--- src/rtl/match_req_initiator_pkg.sv ---
// Shared definitions for the match request initiator: address/length widths,
// FSM state encoding and the best-match comparison.
package match_req_initiator_pkg;

  localparam int ADDR_WIDTH         = 16;
  localparam int MAX_MATCH_LEN_LOG2 = 8;
  localparam int LEN_W              = MAX_MATCH_LEN_LOG2 + 1;
  localparam int MAX_MATCH_LEN      = 258;

  typedef enum logic [1:0] {
    ST_IDLE   = 2'd0,
    ST_ISSUE  = 2'd1,
    ST_DRAIN  = 2'd2,
    ST_RESULT = 2'd3
  } state_t;

  // Longer match wins; on a tie the larger history address (nearer) wins.
  function automatic logic is_better(input logic [LEN_W-1:0]      len,
                                     input logic [ADDR_WIDTH-1:0] hist,
                                     input logic [LEN_W-1:0]      best_len,
                                     input logic [ADDR_WIDTH-1:0] best_hist);
    return (len > best_len) || ((len == best_len) && (hist > best_hist));
  endfunction

endpackage

--- src/rtl/match_tag_allocator.sv ---
// Outstanding-slot allocator: busy bitmap, lowest-free priority encode and an
// in-flight count. Frees take effect on the next clock, so a slot released in
// one cycle is visible as free (and allocatable) only from the following cycle.
module match_tag_allocator
  import match_req_initiator_pkg::*;
#(
  parameter  int OUTSTANDING = 4,
  localparam int SLOT_W      = $clog2(OUTSTANDING),
  localparam int CNT_W       = $clog2(OUTSTANDING + 1)
) (
  input  logic                   clk,
  input  logic                   rst_n,
  input  logic                   i_alloc,
  input  logic                   i_free,
  input  logic [SLOT_W-1:0]      i_free_idx,
  output logic                   o_any_free,
  output logic [SLOT_W-1:0]      o_alloc_idx,
  output logic [OUTSTANDING-1:0] o_busy,
  output logic [CNT_W-1:0]       o_count
);

  logic [OUTSTANDING-1:0] r_busy;
  logic [CNT_W-1:0]       r_count;
  logic [SLOT_W-1:0]      w_low_idx;
  logic [OUTSTANDING-1:0] w_alloc_mask;
  logic [OUTSTANDING-1:0] w_free_mask;

  // Priority encode: lowest-index slot that is not busy
  always_comb begin
    w_low_idx = '0;
    for (int i = OUTSTANDING - 1; i >= 0; i--) begin
      if (!r_busy[i]) w_low_idx = SLOT_W'(i);
    end
  end

  // One-hot set/clear masks for this cycle's allocate and free
  always_comb begin
    w_alloc_mask = '0;
    w_free_mask  = '0;
    if (i_alloc) w_alloc_mask[w_low_idx]  = 1'b1;
    if (i_free)  w_free_mask[i_free_idx]  = 1'b1;
  end

  // Busy bitmap and count; alloc and free in the same cycle net to no change
  always_ff @(posedge clk) begin
    if (!rst_n) begin
      r_busy  <= '0;
      r_count <= '0;
    end else begin
      r_busy <= (r_busy | w_alloc_mask) & ~w_free_mask;
      case ({i_alloc, i_free})
        2'b10:   r_count <= r_count + CNT_W'(1);
        2'b01:   r_count <= r_count - CNT_W'(1);
        default: r_count <= r_count;
      endcase
    end
  end

  assign o_any_free  = ~&r_busy;
  assign o_alloc_idx = w_low_idx;
  assign o_busy      = r_busy;
  assign o_count     = r_count;

endmodule

--- src/rtl/match_req_initiator.sv ---
// Job-side initiator of the match request/response protocol. Tags each
// candidate with a free slot, issues it to the match PE, collects out-of-order
// responses and reports the best match of the job.
// Optional feature macro: MATCH_INIT_EARLY_TERM_EN -- once the best length of
// the job reaches MAX_MATCH_LEN, remaining candidates are consumed unissued.
//
// state     | meaning
// ----------+---------------------------------------------------------------
// ST_IDLE   | no job open; first candidate latches head and clears best
// ST_ISSUE  | job open, issuing candidates until the last one
// ST_DRAIN  | all candidates taken, waiting for outstanding responses
// ST_RESULT | job result presented and held until i_job_ready
module match_req_initiator
  import match_req_initiator_pkg::*;
#(
  parameter int TAG_BITS      = 8,
  parameter int OUTSTANDING   = 4,
  parameter int MIN_MATCH_LEN = 4
) (
  input  logic                  clk,
  input  logic                  rst_n,
  input  logic                  i_cand_valid,
  output logic                  o_cand_ready,
  input  logic [ADDR_WIDTH-1:0] i_cand_head_addr,
  input  logic [ADDR_WIDTH-1:0] i_cand_history_addr,
  input  logic                  i_cand_last,
  output logic                  o_match_req_valid,
  input  logic                  i_match_req_ready,
  output logic [TAG_BITS-1:0]   o_match_req_tag,
  output logic [ADDR_WIDTH-1:0] o_match_req_head_addr,
  output logic [ADDR_WIDTH-1:0] o_match_req_history_addr,
  input  logic                  i_match_resp_valid,
  output logic                  o_match_resp_ready,
  input  logic [TAG_BITS-1:0]   i_match_resp_tag,
  input  logic [LEN_W-1:0]      i_match_resp_match_len,
  output logic                  o_job_valid,
  input  logic                  i_job_ready,
  output logic [ADDR_WIDTH-1:0] o_job_head_addr,
  output logic [LEN_W-1:0]      o_job_match_len,
  output logic [ADDR_WIDTH-1:0] o_job_history_addr
);

  localparam int SLOT_W = $clog2(OUTSTANDING);
  localparam int CNT_W  = $clog2(OUTSTANDING + 1);

  state_t                 r_state;
  state_t                 w_next_state;
  logic [ADDR_WIDTH-1:0]  r_head;
  logic [LEN_W-1:0]       r_best_len;
  logic [ADDR_WIDTH-1:0]  r_best_hist;
  logic [ADDR_WIDTH-1:0]  r_slot_hist [OUTSTANDING];

  logic                   w_any_free;
  logic [SLOT_W-1:0]      w_alloc_idx;
  logic [OUTSTANDING-1:0] w_busy;
  logic [CNT_W-1:0]       w_count;

  logic                   w_accept_state;
  logic                   w_skip;
  logic                   w_cand_ready;
  logic                   w_req_valid;
  logic                   w_job_valid;
  logic                   w_cand_fire;
  logic                   w_alloc;

  logic                   w_resp_in_range;
  logic [SLOT_W-1:0]      w_resp_idx;
  logic                   w_resp_ok;
  logic [ADDR_WIDTH-1:0]  w_resp_hist;

  assign w_cand_fire     = i_cand_valid & w_cand_ready;
  assign w_alloc         = w_cand_fire & ~w_skip;

  // Responses for tags outside the slot range or for idle slots are dropped
  assign w_resp_in_range = ({1'b0, i_match_resp_tag} < (TAG_BITS + 1)'(OUTSTANDING));
  assign w_resp_idx      = i_match_resp_tag[SLOT_W-1:0];
  assign w_resp_ok       = i_match_resp_valid & w_resp_in_range & w_busy[w_resp_idx];
  assign w_resp_hist     = r_slot_hist[w_resp_idx];

  match_tag_allocator #(
    .OUTSTANDING (OUTSTANDING)
  ) u_tag_alloc (
    .clk         (clk),
    .rst_n       (rst_n),
    .i_alloc     (w_alloc),
    .i_free      (w_resp_ok),
    .i_free_idx  (w_resp_idx),
    .o_any_free  (w_any_free),
    .o_alloc_idx (w_alloc_idx),
    .o_busy      (w_busy),
    .o_count     (w_count)
  );

  // FSM state register
  always_ff @(posedge clk) begin
    if (!rst_n) r_state <= ST_IDLE;
    else        r_state <= w_next_state;
  end

  // FSM next-state; DRAIN exits on the registered count, so the result
  // appears one clock after the edge that accepted the final response
  always_comb begin
    w_next_state = r_state;
    case (r_state)
      ST_IDLE:   if (w_cand_fire) w_next_state = i_cand_last ? ST_DRAIN : ST_ISSUE;
      ST_ISSUE:  if (w_cand_fire && i_cand_last) w_next_state = ST_DRAIN;
      ST_DRAIN:  if (w_count == '0) w_next_state = ST_RESULT;
      ST_RESULT: if (i_job_ready) w_next_state = ST_IDLE;
      default:   w_next_state = ST_IDLE;
    endcase
  end

  // FSM outputs: zero-latency issue path gated by state and slot availability
  always_comb begin
    w_accept_state = (r_state == ST_IDLE) || (r_state == ST_ISSUE);
`ifdef MATCH_INIT_EARLY_TERM_EN
    w_skip = (r_state == ST_ISSUE) && (r_best_len == LEN_W'(MAX_MATCH_LEN));
`else
    w_skip = 1'b0;
`endif
    w_cand_ready = w_skip | (w_accept_state & w_any_free & i_match_req_ready);
    w_req_valid  = ~w_skip & w_accept_state & w_any_free & i_cand_valid;
    w_job_valid  = (r_state == ST_RESULT);
  end

  // Per-slot history address, captured when the slot is handed out
  always_ff @(posedge clk) begin
    if (!rst_n) begin
      for (int i = 0; i < OUTSTANDING; i++) r_slot_hist[i] <= '0;
    end else if (w_alloc) begin
      r_slot_hist[w_alloc_idx] <= i_cand_history_addr;
    end
  end

  // Job head and running best; a new job clears the best before any response
  always_ff @(posedge clk) begin
    if (!rst_n) begin
      r_head      <= '0;
      r_best_len  <= '0;
      r_best_hist <= '0;
    end else if ((r_state == ST_IDLE) && w_cand_fire) begin
      r_head      <= i_cand_head_addr;
      r_best_len  <= '0;
      r_best_hist <= '0;
    end else if (w_resp_ok &&
                 is_better(i_match_resp_match_len, w_resp_hist, r_best_len, r_best_hist)) begin
      r_best_len  <= i_match_resp_match_len;
      r_best_hist <= w_resp_hist;
    end
  end

`ifndef SYNTHESIS
  // Flag responses that do not correspond to any in-flight request
  always_ff @(posedge clk) begin
    if (rst_n && i_match_resp_valid && !w_resp_ok)
      $error("match_req_initiator: response to unallocated tag %0d", i_match_resp_tag);
  end
`endif

  assign o_cand_ready             = w_cand_ready;
  assign o_match_req_valid        = w_req_valid;
  assign o_match_req_tag          = TAG_BITS'(w_alloc_idx);
  assign o_match_req_head_addr    = i_cand_head_addr;
  assign o_match_req_history_addr = i_cand_history_addr;
  assign o_match_resp_ready       = 1'b1;
  assign o_job_valid              = w_job_valid;
  assign o_job_head_addr          = r_head;
  assign o_job_match_len          = (r_best_len < LEN_W'(MIN_MATCH_LEN)) ? '0 : r_best_len;
  assign o_job_history_addr       = r_best_hist;

endmodule
--- config.mk ---
export PLATFORM = sky130hd
export DESIGN_NAME = match_req_initiator
export DESIGN_NICKNAME = d
export VERILOG_FILES = /design/src/rtl/match_req_initiator_pkg.sv /design/src/rtl/match_tag_allocator.sv /design/src/rtl/match_req_initiator.sv
export SDC_FILE = /design/constraint.sdc
export NUM_CORES = 1
export LEC_CHECK = 0
export BUFFER_PORTS_ARGS = -buffer_cell sky130_fd_sc_hd__clkbuf_2
export CORE_MARGIN = 5
export CORE_UTILIZATION = 35
export CTS_BUF_LIST = sky130_fd_sc_hd__clkbuf_16
export DETAILED_ROUTE_END_ITERATION = 16
export SLEW_MARGIN = 5
export SYNTH_ARGS = -nofsm -noshare
export SYNTH_HDL_FRONTEND = slang
export SYNTH_SLANG_ARGS = --single-unit
--- constraint.sdc ---
create_clock -name clk -period 3.95 [get_ports clk]
set_input_delay 0.1975 -clock clk [delete_from_list [all_inputs] [get_ports clk]]
set_output_delay 0.1975 -clock clk [all_outputs]
set_load 0.01 [all_outputs]
==> impl_metrics.yaml <==
status:
  status: "completed"
synthesis:
  synth_xor_area_frac: 0.00295
  synth_top_cell_area_share: 0.324
  synthAdderAreaFrac: 0.0666
  synth_top_family_by_area: "simple AND/OR/NAND/NOR gates"
  synth.distinct_cells: 48
  ys.flop_type: "edfxtp_1"
  mappedNetlistArea_um2: 5940
  synth-simple-area-share: 0.161
  syn_inst: 566
  yosys-top-cells-area: "edfxtp_1 (32%), dfxtp_1 (17%), mux4_2 (6.4%), ha_1 (6.3%), buf_4 (5.3%)"
  synth_async_sr_flop_share: 0
  ys_seq_area_frac: 0.492
  synth_compound_area_frac: 0.105
  avgSynthCellArea_um2: 10.5
  ys_seq_elements: 114
  yosysTopAreaCell: "edfxtp_1"
  synth_edf_count: 64
  ys_warn_count: 0
  muxShareOfSynthArea: 0.0679
die:
  initial_utilization: 0.357
  die_area_um2: 19700
  core_area_um2: 16600
  fp.dieH_um: 140
  die_w_um: 140
  io_pins: 141
  rows: 47
cells_and_area:
  drive_gt1_frac: 0.292
  antenna_cells: 0
  nets: 745
  fillers: 1598
  multi_input_area_um2: 2420
  area_growth_pct: 20.3
  seq_area_um2: 2920
timing:
  finalMaxSlewViolations: 0
  fin_skew_ns: 0.00857
  period_share: 0.733
  final.min_clock_period_ns: 2.89
  max_freq_mhz: 346
  rsz0062_at_grt: "no"
  maxSlewHeadroom: 0.389
  finalSetupViolations: 0
  report.final.hold_viol_count: 0
  setup_slack_ns: 1.06
  worstMarginPinSlew_ns: 0.914
  fin_tns_setup_ns: 0
clock_tree:
  path_clk_slew_ns: 0.05
  cts_resized: 0
  cts_buffers: 17
  clock_latency_ns: 0.42
  clk_path_buf_depth: 2
  post_cts_buffers: 0
  root_buffer: "clkbuf_16"
  cts_hold_buf: 0
  h-tree-depth: 4
  cts_tree: "built"
  cts_sinks: 114
place:
  globalplace.congestion: 0.802
  hpwl_um: 10400
  port_buffers: 133
  dpl_worst_slack_ns: 0.576
route:
  drt_iter0_markers: 331
  routedWlPerCell_um: 16.4
  ant_nets: 0
  vias: 4478
  route.detailed.drc: 0
  vias_per_cell: 5.03
  wl_um: 14600
  drt-pass1-iter-count: 6
critical_path:
  crit_slowest_cell: "mux4_2"
  required_ns: 4.20
  max_stage_delay_ns: 0.64
  crit_chain: "clkbuf_2 -> mux4_2 -> ha_1 -> nand4_1 -> nor4_2 -> o21ai_1 -> and4_1 -> buf_4 -> o21ai_0 -> a21oi_1"
  crit_type: "input port to flip-flop"
  arrival_ns: 3.15
  crit_fanout: 21
  r2r_setup_slack_ns: 1.15
  crit_path_end_kind: "flip-flop"
  startpoint_type: "input port"
global_route:
  grt_pass1_vias: 4572
  grt_max_degree: 26
  grt_usage: 0.151
  antenna_found_initial: 0
  grt.overflow.total: 0
  grt_pass1_wl_um: 23500
power:
  peakVddDrop_mv: 0.340
  leakagePower_nw: 2.94
  power.total_w: 0.00355
  p_per_area_nw_per_um2: 498
hold_path:
  hold_path.class: "input port to flip-flop"
run:
  cap_violations: 0
[power breakdown]
| group | internal, W | leakage [nW] | switching, W | total (W) |
|---|---|---|---|---|
| Clock | 0.00110 | 0.307 | 0.000528 | 0.00163 |
| Sequential | 0.00135 | 1.07 | 0.0000414 | 0.00139 |
| Combinational | 0.000209 | 1.56 | 0.000328 | 0.000537 |
[through the flow]
stage	cell area, um^2	instances	hold slack [ns]	utilization
after global placement	6520	859	0.442	0.392
after detailed placement	6520	859	0.453	0.392
after floorplan	5960	571	0.345	-
final	7140	891	0.0261	0.429
after CTS	7140	891	0.00769	0.429
after global routing	7140	891	0.0207	0.429
[flip-flops by register name, indices dropped and copies added (netlist names)]
name / cells
r_best_len: 9
r_slot_hist: 64
u_tag_alloc.o_busy: 4
u_tag_alloc.o_count: 3
r_state: 2
o_job_history_addr: 16
o_job_head_addr: 16
[critical path, delay by kind of cell]
kind,cells,cell delay [ns]
adder cells (fa/ha/maj),1,0.32
AO/OA/AOI/OAI,3,0.39
buffers and inverters,2,0.81
AND/OR/NAND/NOR,3,0.76
multiplexers,1,0.64
[logic make-up after synthesis]
logic type,Yosys count
AOI/OAI and AO/OA,110
xor gates and xnor gates,2
adders and majority gates,31
buffers and inverters,115
DFF,114
muxes,19
other,2
and+or+nand+nor,173
[final cells by class]
class / instances / area share
well taps: 220 / 0.0385
clock inverters: 15 / 0.0277
flip-flops and latches: 114 / 0.409
inverters: 38 / 0.0200
clock buffers: 17 / 0.0596
repair buffers: 145 / 0.106
multi-input cells: 342 / 0.339
[worst paths after layout]
kind / start / end / depth (start not counted)
worst min register to register: o_job_head_addr[13]$_SDFFE_PN0P_ / o_job_head_addr[13]$_SDFFE_PN0P_ / 2
worst max register to register: r_state[0]$_SDFFE_PN0P_ / o_job_history_addr[14]$_SDFFE_PP0P_ / 6
worst min-delay path: i_cand_head_addr[5] / o_job_head_addr[5]$_SDFFE_PN0P_ / 3
worst max-delay path: i_match_resp_tag[0] / o_job_history_addr[11]$_SDFFE_PP0P_ / 10
[Yosys cell counts, types with 3 or more instances]
| cell type | count |
|---|---|
| dfxtp_1 | 50 |
| nand2_1 | 25 |
| and2_1 | 50 |
| buf_2 | 5 |
| o21ai_1 | 6 |
| o21ai_0 | 29 |
| nand4_1 | 4 |
| a21oi_1 | 55 |
| mux4_2 | 17 |
| nor3_1 | 5 |
| and3_1 | 16 |
| inv_1 | 37 |
| a31oi_1 | 3 |
| buf_4 | 42 |
| nand2b_1 | 3 |
| a211oi_1 | 6 |
| nand3_1 | 44 |
| ha_1 | 30 |
| clkbuf_1 | 26 |
| nor2_1 | 13 |
| edfxtp_1 | 64 |
[metal layers]
metal  wire (um)  vias to the layer above  share of wire  track usage
li1            -                     2164              -            -
met1        6530                     2116           0.45        0.193
met2        6870                      183           0.47        0.244
met3        1050                       15          0.072       0.0508
met4         172                        0          0.012       0.0413
met5           0                        -              0            0
[layout by cell type, fill, tap and decap left out, types with 4 or more instances in the layout]
cell / synthesis / routed
dfxtp_1: 50 / 50
nand4_1: 4 / 4
and3_1: 16 / 16
ha_1: 30 / 30
mux4_2: 17 / 17
conb_1: 2 / 7
edfxtp_1: 64 / 64
and2_1: 50 / 50
nor2_1: 13 / 13
clkinv_1: 0 / 5
o21ai_0: 29 / 26
o21ai_1: 6 / 9
bufinv_16: 0 / 5
inv_1: 37 / 39
nor3_1: 5 / 5
clkbuf_2: 1 / 133
a211oi_1: 6 / 6
nand2_1: 25 / 25
clkbuf_16: 0 / 17
nand3_1: 44 / 44
a21oi_1: 55 / 55
buf_4: 42 / 12
(Power assumes the default switching activity.)
